## config.mk

```make
export PLATFORM = sky130hd
export DESIGN_NAME = warp_fetch_decode
export DESIGN_NICKNAME = d
export VERILOG_FILES = /design/src/rtl/warp_fetch_decode.sv
export SDC_FILE = /design/constraint.sdc
export NUM_CORES = 1
export LEC_CHECK = 0
export CELL_PAD_IN_SITES_DETAIL_PLACEMENT = 0
export CELL_PAD_IN_SITES_GLOBAL_PLACEMENT = 1
export CORE_MARGIN = 2
export CORE_UTILIZATION = 34
export DETAILED_ROUTE_END_ITERATION = 6
export PLACE_DENSITY = 0.84
export RECOVER_POWER = 25
export SYNTH_ARGS = -nofsm -noshare
export SYNTH_HDL_FRONTEND = slang
export SYNTH_SLANG_ARGS = --single-unit
export TNS_END_PERCENT = 10
```

## constraint.sdc

```tcl
create_clock -name clk -period 3.2 [get_ports clk]
set_clock_uncertainty 0.15 [all_clocks]
set_input_delay 0.64 -clock clk [delete_from_list [all_inputs] [get_ports clk]]
set_output_delay 0.64 -clock clk [all_outputs]
set_load 0.01 [all_outputs]
```

## src/rtl/warp_fetch_decode.sv

```systemverilog
// Front end of the 16-lane SIMT core: owns the PC, fetches instruction words over a
// variable-latency request/response port, decodes them and issues one at a time.
module warp_fetch_decode #(
  parameter int         ADDR_W  = 8,
  parameter logic [3:0] HALT_OP = 4'hF
) (
  input  logic              clk,
  input  logic              reset,
  input  logic              start,
  output logic              imem_req_valid,
  output logic [ADDR_W-1:0] imem_req_addr,
  input  logic              imem_req_ready,
  input  logic              imem_resp_valid,
  input  logic [31:0]       imem_resp_data,
  output logic              issue_valid,
  input  logic              issue_ready,
  output logic [3:0]        issue_opcode,
  output logic [3:0]        issue_rd,
  output logic [3:0]        issue_rs2,
  output logic [3:0]        issue_rs1,
  output logic [ADDR_W-1:0] issue_pc,
  output logic              illegal,
  output logic              busy,
  output logic              halted
);

  typedef enum logic [2:0] {
    S_IDLE,
    S_REQ,
    S_WAIT,
    S_ISSUE,
    S_HALTED
  } state_t;

  typedef enum logic [1:0] {
    DEC_OK,
    DEC_ILLEGAL,
    DEC_HALT
  } dec_t;

  // HALT is checked first so a HALT_OP inside 0..5 still terminates the program.
  function automatic dec_t classify(input logic [3:0] op, input logic [3:0] rd);
    dec_t cls;
    cls = DEC_OK;
    if (op == HALT_OP) begin
      cls = DEC_HALT;
    end else if ((op > 4'd5) || (rd == 4'hF)) begin
      cls = DEC_ILLEGAL;
    end
    return cls;
  endfunction

  state_t state, state_n;

  logic [ADDR_W-1:0] pc_p0;
  logic [3:0]        op_p1, rd_p1, rs2_p1, rs1_p1;
  logic [ADDR_W-1:0] pc_p1;
  logic              illegal_p1;

  logic pc_clr, pc_inc, fields_ld, illegal_n;
  dec_t resp_cls;
  logic unused_resp_hi;

  assign unused_resp_hi = ^imem_resp_data[31:16];
  assign resp_cls       = classify(imem_resp_data[15:12], imem_resp_data[11:8]);

  always_ff @(posedge clk or posedge reset) begin
    if (reset) begin
      state <= S_IDLE;
    end else begin
      state <= state_n;
    end
  end

  always_comb begin
    state_n   = state;
    pc_clr    = 1'b0;
    pc_inc    = 1'b0;
    fields_ld = 1'b0;
    illegal_n = 1'b0;
    case (state)
      S_IDLE, S_HALTED: begin
        if (start) begin
          pc_clr  = 1'b1;
          state_n = S_REQ;
        end
      end
      S_REQ: begin
        if (imem_req_ready) begin
          state_n = S_WAIT;
        end
      end
      S_WAIT: begin
        if (imem_resp_valid) begin
          case (resp_cls)
            DEC_HALT: begin
              state_n = S_HALTED;
            end
            DEC_ILLEGAL: begin
              illegal_n = 1'b1;
              pc_inc    = 1'b1;
              state_n   = S_REQ;
            end
            default: begin
              fields_ld = 1'b1;
              state_n   = S_ISSUE;
            end
          endcase
        end
      end
      S_ISSUE: begin
        if (issue_ready) begin
          // The last word of the address space ends the program instead of wrapping.
          if (pc_p0 == {ADDR_W{1'b1}}) begin
            state_n = S_HALTED;
          end else begin
            pc_inc  = 1'b1;
            state_n = S_REQ;
          end
        end
      end
      default: begin
        state_n = S_IDLE;
      end
    endcase
  end

  // Stage p0: program counter
  always_ff @(posedge clk or posedge reset) begin
    if (reset) begin
      pc_p0 <= '0;
    end else if (pc_clr) begin
      pc_p0 <= '0;
    end else if (pc_inc) begin
      pc_p0 <= pc_p0 + 1'b1;
    end
  end

  // Stage p1: registered decode fields, held for the whole ISSUE state
  always_ff @(posedge clk or posedge reset) begin
    if (reset) begin
      op_p1      <= '0;
      rd_p1      <= '0;
      rs2_p1     <= '0;
      rs1_p1     <= '0;
      pc_p1      <= '0;
      illegal_p1 <= 1'b0;
    end else begin
      illegal_p1 <= illegal_n;
      if (fields_ld) begin
        op_p1  <= imem_resp_data[15:12];
        rd_p1  <= imem_resp_data[11:8];
        rs2_p1 <= imem_resp_data[7:4];
        rs1_p1 <= imem_resp_data[3:0];
        pc_p1  <= pc_p0;
      end
    end
  end

  assign imem_req_valid = (state == S_REQ);
  assign imem_req_addr  = pc_p0;
  assign issue_valid    = (state == S_ISSUE);
  assign issue_opcode   = op_p1;
  assign issue_rd       = rd_p1;
  assign issue_rs2      = rs2_p1;
  assign issue_rs1      = rs1_p1;
  assign issue_pc       = pc_p1;
  assign illegal        = illegal_p1;
  assign busy           = (state != S_IDLE) && (state != S_HALTED);
  assign halted         = (state == S_HALTED);

endmodule

```

* Word-level counts from Yosys, hierarchy flattened
Index checks and enable logic that the tools add are counted.
Cells by class: add/subtract/negate cells 1, order comparisons 1, equal/unequal tests 14, multiplexer cells 22, reduce and logical (&&, ||, !) cells 8
Operators by type and width (number):
- 2-to-1 mux 8 bit | 2
- 2-to-1 mux 3 bit | 5
- one-hot mux 3 bit (4 select lines) | 1
- 2-to-1 mux 1 bit | 11
- adder 8 x 1 -> 8 bit, second input constant | 1
- == test 4 bit, second input constant | 2
- == test 8 bit, second input constant | 1
- == test 3 x 2 -> 1 bit, second input constant | 2
- one-hot mux 3 bit (2 select lines) | 1
- > comparator 4 x 3 -> 1 bit, second input constant | 1
- inequality test 2 x 1 -> 1 bit, second input constant | 2
- inequality test 2 bit, second input constant | 2
- AND reduction 4 bit | 1
- OR reduction 2 bit | 2
- == test 3 x 1 -> 1 bit, second input constant | 1
- == test 3 bit, second input constant | 1
- logical NOT 3 bit | 1
- inequality test 3 bit, second input constant | 1
- nonzero test 3 bit | 1
- == test 2 x 1 -> 1 bit, second input constant | 1
- == test 2 bit, second input constant | 1
- 2-to-1 mux 2 bit | 1
- one-hot mux 1 bit (2 select lines) | 1
- nonzero test 2 bit | 1
- other kinds (2) | 2
Word-level totals: register bits after elaboration 36, bits of input ports 38, output and inout bits 37, word-level logic and storage cells 54

* Logic depth before layout (Yosys ltp)
Gate-level depths: netlist (run 1).
word-level depth 10, depth in mapped cells 7, mapped depth without buffers 5

* Worst setup path before layout (run 1)
Ideal clock, no wire load.
path kind register to register, from reg pc_p0[0] (netlist: imem_req_addr[0]), to reg pc_p0[6] (netlist: imem_req_addr[6]), library setup time 76 ps, data arrival time 1869 ps, data required time 2974 ps, path slack 1104 ps, stages on the path, launching flop included 8, path buffers 2, clock period less this slack 2096 ps, cell sequence dfrtp_1 > ha_1 > and2_4 > buf_6 > a311o_1 > buf_6 > a2111o_1 > o21ai_1
On the way: cells in the longest elaborated chain, start to end 5, elaborated cells on any way between the ends 8, those cells by class add/sub: 1; eq/ne: 1; mux: 5; reduce/logical: 1
Ends and longest elaborated chain:
- start: declaration | line 55 | logic [ADDR_W-1:0] pc_p0;
- start signal: assignment | line 135 | pc_p0 <= pc_p0 + 1'b1;
- branches (longest 5 deep; another with adder 8 x 1 -> 8 bit)
Several ways; the timed one is not identified. The select of a mux whose other input is x is not followed. A chain may end at the register's enable or synchronous reset.

* Worst setup path in the final report (run 1)
from reg state[0], to out imem_req_valid
On the way: cells in the longest elaborated chain, start to end 1
Ends and longest elaborated chain:
- start: declaration | line 53 | state_t state, state_n;
- start signal: assignment | line 71 | state <= state_n;
- == test 3 x 1 -> 1 bit | line 160 | assign imem_req_valid = (state == S_REQ);
- end: declaration | line 10 | output logic imem_req_valid,
Every way passes these cells.

==> summary.md, run 1 <==
| Metric | Value |
|---|---|
| Fillers | 444 |
| Non-filler cells, final | approximately 270 |
| RSZ-0062 raised after global routing | no |
| Capture point of the worst reg-to-reg path | imem_req_addr[5]$_DFFE_PP0P_ |
| CTS buffer count | 5 |
| Die footprint | 0.005552 mm² |
| Fin Hold WS | roughly 0.34 ns |
| Syn Area/Cell | about 12 µm² |
| Top_reg_cell synth | dfrtp_1 |
| Number of global-route vias before repair | ~1200 |
| Yosys warnings | 0 |
| EDFF count, synth | 0 |
| Layout cells sized above 1 | 0.1436 |
| Critical path arrival | roughly 1.7 ns |
| Async S/R FF share, synth | 1.000 |
| H-tree levels | 2 |
| Status | completed |
| Area delta synth->final | 44.04% |
| Hold Crit Class | reg2reg |
| Total grt overflow | 0 |
| DRC viols | 0 |
| Req. time, crit path | ~2.4 ns |
| P_sw | 0.5560 mW |
| Core Region | roughly 0.0048 mm² |
| Leakage | just over 1 nW |
| Initial core utilization | 0.3555 |
| CTS tree | yes |
| TritonCTS Sinks | 36 |
| Syn Inst Count | between 100 and 150 |
| Pin count of the biggest net entering global routing | 37 |
| WHS Endpoint | issue_opcode[3]$_DFFE_PP0P_ |
| Slew Viols, Final | 0 |
| Post-Synthesis Cell Area | approximately 0.0017 mm² |
| Antenna diodes | 0 |
| DR vias | 1266 |
| F_max | between 0.3 and 0.4 GHz |
| Clk pwr share | 0.197 |
| Power after layout | about 1.8 mW |
| Placement Cell Area | between 0.002 and 0.0025 mm² |
| DR iter-0 viols | between 100 and 150 |
| Reg clk slew, reported paths | roughly 0.070 ns |
| Sequential share of the synthesized area | 0.5329 |
| I/O pins | 75 |
| Power Density | just over 700 mW/mm² |
| Final antenna-violating net count | 0 |
| Tightest Pin Transition | roughly 0.9 ns |
| HPWL after DPL | 2.676 mm |
| Worst-case clock buffer depth | 2 |
| Resize count post-CTS | 0 |
| Hold Path Stages | 1 |
| Tcrit/Tclk final | 0.7876 |
| First-pass detailed-route iteration total | 4 |
| DR WL/cell | 13.92 µm |
| Max-cap violations | 0 |
| Cell row count | 25 |
| Relative slew slack | 0.4019 |
| CP Launch Type | flop |
| Setup TNS | 0 ns |
| Synth unique cells | 36 |
| Cell area after layout | about 0.0024 mm² |
| Cell total after placement | ~260 |
| Finish-stage setup viols | 0 |
| Total GRT Usage | 0.1521 |
| Gate power share | 0.399 |
| Yosys reg bits | 36 |
| PortBufs | 58 |
| Final WL | ~3.7 mm |
| CTS root buf | clkbuf_8 |
| Initial antenna violation count | 0 |
| Peak supply drop | between 0.2 and 0.3 mV |
| Placement Setup Slack | 0.5463 ns |
| Syn Nets | 178 |
| FF-to-FF Start | imem_req_addr[0]$_DFFE_PP0P_ |
| Final hold vios | 0 |
| Hold-fix buffers at CTS | 0 |
| Setup bufs post-CTS | 0 |
| Worst-path fanout max | 13 |
| Die height | around 75 µm |
| Hold path start | issue_opcode[3]$_DFFE_PP0P_ |
| Crit path capture type | primary output |
| Post-layout util | 0.5121 |
| R2R depth | 5 |
| Share of power burned in registers | 0.404 |
| Die Width | between 70 and 80 µm |
| Critical path start-end classification | reg2out |
| Internal Power | ~1.2 mW |
| Clock Latency Late Sink | ~0.29 ns |
| Avg Vias per Cell | 4.706 |
| Post-layout net count | about 240 |
| Net Sw Frac | 0.3149 |
| Setup slack, reg-to-reg | around 1.1 ns |
| Minimum clock period | about 2.5 ns |
| Final Wtd Congestion | just under 0.8 |
| Final worst setup slack | a little under 0.7 ns |
| First-pass GRT wire length | approximately 6.4 mm |
## how the worst max path moves through the flow
stage,start,end,slack [ns],cells past startpoint
after floorplan,imem_req_addr[0]$_DFFE_PP0P_,imem_req_addr[6]$_DFFE_PP0P_,1.10,7
after global placement,imem_resp_data[10],imem_req_addr[3]$_DFFE_PP0P_,0.56,6
after detailed placement,imem_resp_data[10],imem_req_addr[3]$_DFFE_PP0P_,0.55,6
after CTS,state[0]$_DFFE_PP0P_,imem_req_valid,0.67,3
after global routing,state[0]$_DFFE_PP0P_,halted,0.56,3
final,state[0]$_DFFE_PP0P_,imem_req_valid,0.68,3
## critical path: stages, from the launching register on
cell             delay (ns)
dfrtp_1                0.55
nor2b_1                0.21
nor2b_1                0.14
clkdlybuf4s50_1        0.54
## cells in the final DEF (no fill, tap or decap)
cell / Yosys / layout
ha_1: 1 / 1
mux2i_1: 4 / 4
nand4_1: 3 / 3
a41oi_1: 1 / 1
a211o_1: 1 / 1
clkbuf_8: 0 / 7
clkdlybuf4s50_1: 0 / 57
nand3_1: 2 / 2
o21ai_0: 4 / 4
a311oi_1: 1 / 1
nor2_1: 2 / 2
and4_1: 2 / 2
o31ai_1: 2 / 2
nand2_1: 12 / 12
nand2b_1: 2 / 2
a31oi_1: 1 / 1
mux2_2: 15 / 15
nor4b_1: 1 / 1
buf_4: 0 / 2
nor3_1: 4 / 4
dfrtp_1: 36 / 36
o2111ai_1: 1 / 1
a311o_1: 1 / 1
and2_1: 6 / 6
o21ai_1: 3 / 3
a21oi_1: 6 / 6
a21boi_0: 1 / 1
dlygate4sd3_1: 0 / 1
mux2_1: 8 / 8
and2_4: 1 / 1
and4bb_2: 1 / 1
a2111o_1: 3 / 3
o311ai_4: 1 / 1
inv_2: 1 / 1
inv_1: 2 / 2
nor2b_1: 4 / 4
a21o_1: 1 / 1
clkbuf_2: 0 / 1
## layer usage
| metal | global-route usage | vias up | share of wire | wire, µm |
|---|---|---|---|---|
| met5 | 0 | - | 0 | 0 |
| met4 | 0.05357 | 0 | 0.015 | 58 |
| met3 | 0.03252 | 6 | 0.026 | 99 |
| met2 | 0.2193 | 23 | 0.47 | 1746 |
| met1 | 0.2254 | 600 | 0.49 | 1840 |
| li1 | - | 637 | - | - |
## cells in the mapped netlist, types with 3 or more instances
| cell | count | area (µm²) |
|---|---|---|
| dfrtp_1 | 36 | 900.9 |
| mux2_2 | 15 | 168.9 |
| nand2_1 | 12 | 45.04 |
| mux2_1 | 8 | 90.09 |
| a21oi_1 | 6 | 30.03 |
| and2_1 | 6 | 37.54 |
| mux2i_1 | 4 | 40.04 |
| nor2b_1 | 4 | 25.02 |
| nor3_1 | 4 | 20.02 |
| o21ai_0 | 4 | 20.02 |
| a2111o_1 | 3 | 33.78 |
| nand4_1 | 3 | 18.77 |
| o21ai_1 | 3 | 15.01 |
## final cells by class
cell class                 count  area [µm²]  area share
clock buffer                   7       96.34     0.03957
inverter                       3       11.26    0.004625
multi-input combinational     95       742.0      0.3047
sequential                    36       900.9      0.3700
tap                           67       83.83     0.03443
timing repair buffer          61       600.6      0.2467
## cell families after synthesis
| group | after synthesis | synth area share |
|---|---|---|
| compound gates | 27 | 0.1221 |
| fa+ha+maj | 1 | 0.007401 |
| buf+inv | 8 | 0.02812 |
| flops | 36 | 0.5329 |
| mux | 27 | 0.1769 |
| simple gates | 40 | 0.1325 |
## power groups by stage
stage               Sequential [mW]  Clock, mW  Combinational [mW]
floorplan                     0.754          0               0.294
global placement              0.716          0               0.707
detailed placement            0.722          0               0.713
CTS                           0.713      0.358               0.715
global route                  0.740      0.378               0.769
finish                        0.714      0.347               0.704
## registers in the layout, summed over array words and instances, names as in the netlist
register,cells
issue_rs2,4
issue_rs1,4
issue_rd,4
state,3
issue_pc,8
issue_opcode,4
imem_req_addr,8
illegal,1
(Power assumes the default switching activity.)
==> run 2, diff against run 1 <==
CORE_UTILIZATION = 31   (was 34)
PLACE_DENSITY = 0.77   (was 0.84)
clock period = 2.5 ns   (was 3.2 ns; I/O delays follow)
==> summary.md, run 2 (synthesized netlist as in run 1, its figures left out) <==
| Metric | Value |
|---|---|
| Status | completed |
| Peak supply drop | 0.4425 mV |
| Die Width | between 70 and 80 µm |
| Final antenna-violating net count | 0 |
| Power after layout | about 2.2 mW |
| Avg Vias per Cell | between 4 and 5 |
| Total GRT Usage | 0.1357 |
| Post-layout net count | about 240 |
| Die footprint | about 0.0061 mm² |
| Number of global-route vias before repair | 1300 |
| CTS root buf | clkbuf_8 |
| HPWL after DPL | 2.810 mm |
| First-pass GRT wire length | approximately 6.5 mm |
| Cell total after placement | about 270 |
| Core Region | 0.005172 mm² |
| CP Launch Type | flop |
| Relative slew slack | 0.3934 |
| Critical path arrival | 1.69 ns |
| Placement Cell Area | approximately 0.0024 mm² |
| Post-layout util | 0.4707 |
| DR iter-0 viols | 83 |
| Critical path start-end classification | reg2out |
| Clock Latency Late Sink | 0.28 ns |
| Antenna diodes | 0 |
| RSZ-0062 raised after global routing | no |
| Slew Viols, Final | 0 |
| Final WL | 3.827 mm |
| Cell area after layout | approximately 0.0024 mm² |
| Final worst setup slack | 0.1557 ns |
| DR WL/cell | between 10 and 15 µm |
| Placement Setup Slack | 0.08860 ns |
| Initial antenna violation count | 0 |
| Most common cell after layout, fill and taps aside | clkdlybuf4s50_1 |
| Worst-case clock buffer depth | 2 |
| Die height | slightly below 80 µm |
| Layout cells sized above 1 | 0.1527 |
| Cell row count | 26 |
| DRC viols | 0 |
| I/O pins | 75 |
| DR vias | between 1000 and 1500 |
| CTS tree | yes |
| Max-cap violations | 0 |
| Hold Crit Class | reg2reg |
| Final Wtd Congestion | about 0.76 |
| Setup TNS | 0 ns |
| First-pass detailed-route iteration total | 4 |
| Non-filler cells, final | roughly 270 |
| Worst-path fanout max | 13 |
| Reg clk slew, reported paths | ~0.07 ns |
| Pin count of the biggest net entering global routing | 37 |
| H-tree levels | 2 |
| Req. time, crit path | between 1.5 and 2 ns |
| Power Density | around 900 mW/mm² |
| TritonCTS Sinks | 36 |
| Minimum clock period | between 2 and 2.5 ns |
| Commonest non-fill, non-tap cells in the layout | clkdlybuf4s50_1, dfrtp_1, mux2_2 |
| Area delta synth->final | 44.04% |
| Leakage | ~1.0 nW |
| Fin Hold WS | approximately 0.34 ns |
| F_max | 0.4266 GHz |
| Initial core utilization | 0.3268 |
| Total grt overflow | 0 |
| Fillers | 483 |
| Tightest Pin Transition | a little over 0.9 ns |
| Crit path capture type | primary output |
| Final hold vios | 0 |
| PortBufs | 58 |
| CTS buffer count | 5 |
| Finish-stage setup viols | 0 |
| Tcrit/Tclk final | 0.9377 |
-- run 2: worst max-delay path, stage by stage, from the launching register on --
cell,delay (ns)
dfrtp_2,0.48
nor2_1,0.24
and2_1,0.16
clkdlybuf4s50_1,0.53
-- run 2: worst paths after layout --
check,startpoint,cells after the start,slack [ns],endpoint
worst min-delay path,issue_rs2[3]$_DFFE_PP0P_,1,0.34,issue_rs2[3]$_DFFE_PP0P_
worst max-delay path,state[0]$_DFFE_PP0P_,3,0.16,halted
max in group asynchronous,reset,3,0.80,state[0]$_DFFE_PP0P_
min in group asynchronous,reset,3,0.79,issue_opcode[1]$_DFFE_PP0P_
worst max register to register,imem_req_addr[1]$_DFFE_PP0P_,5,0.45,imem_req_addr[6]$_DFFE_PP0P_
worst min register to register,issue_rs2[3]$_DFFE_PP0P_,1,0.34,issue_rs2[3]$_DFFE_PP0P_
-- run 2: routing by layer --
layer	global-route usage	wire length [µm]	up-vias
met1	0.1742	1746	636
li1	-	-	645
met3	0.04535	205	5
met4	0.04821	47	0
met5	0	0	-
met2	0.2129	1827	34
-- run 2: repair_timing --
item | 4_1_cts | 5_1_grt
hold buffers | 0 | 0
setup endpoints to repair | 0 | 2
gates resized for setup | 0 | 1
buffers inserted | 0 | 0
-- run 2: power breakdown --
| group | switching [mW] | leakage, nW | internal, mW |
|---|---|---|---|
| combinational | 0.381 | 0.532 | 0.555 |
| clock | 0.184 | 0.0359 | 0.180 |
| sequential | 0.134 | 0.468 | 0.764 |
| total | 0.699 | 1.04 | 1.50 |
-- run 2: final cells by class --
class	count	area, µm²	area share
multi-input cells	95	742.0	0.3047
flip-flops and latches	36	902.1	0.3705
clock buffers	5	68.82	0.02826
inverters	3	11.26	0.004625
well taps	70	87.58	0.03597
repair buffers	64	623.1	0.2559
==> run 3, diff against run 2 <==
CAP_MARGIN = 20   (was not set)
==> results of run 3 <==
Final layout, timing and power as in run 2 (identical DEF).
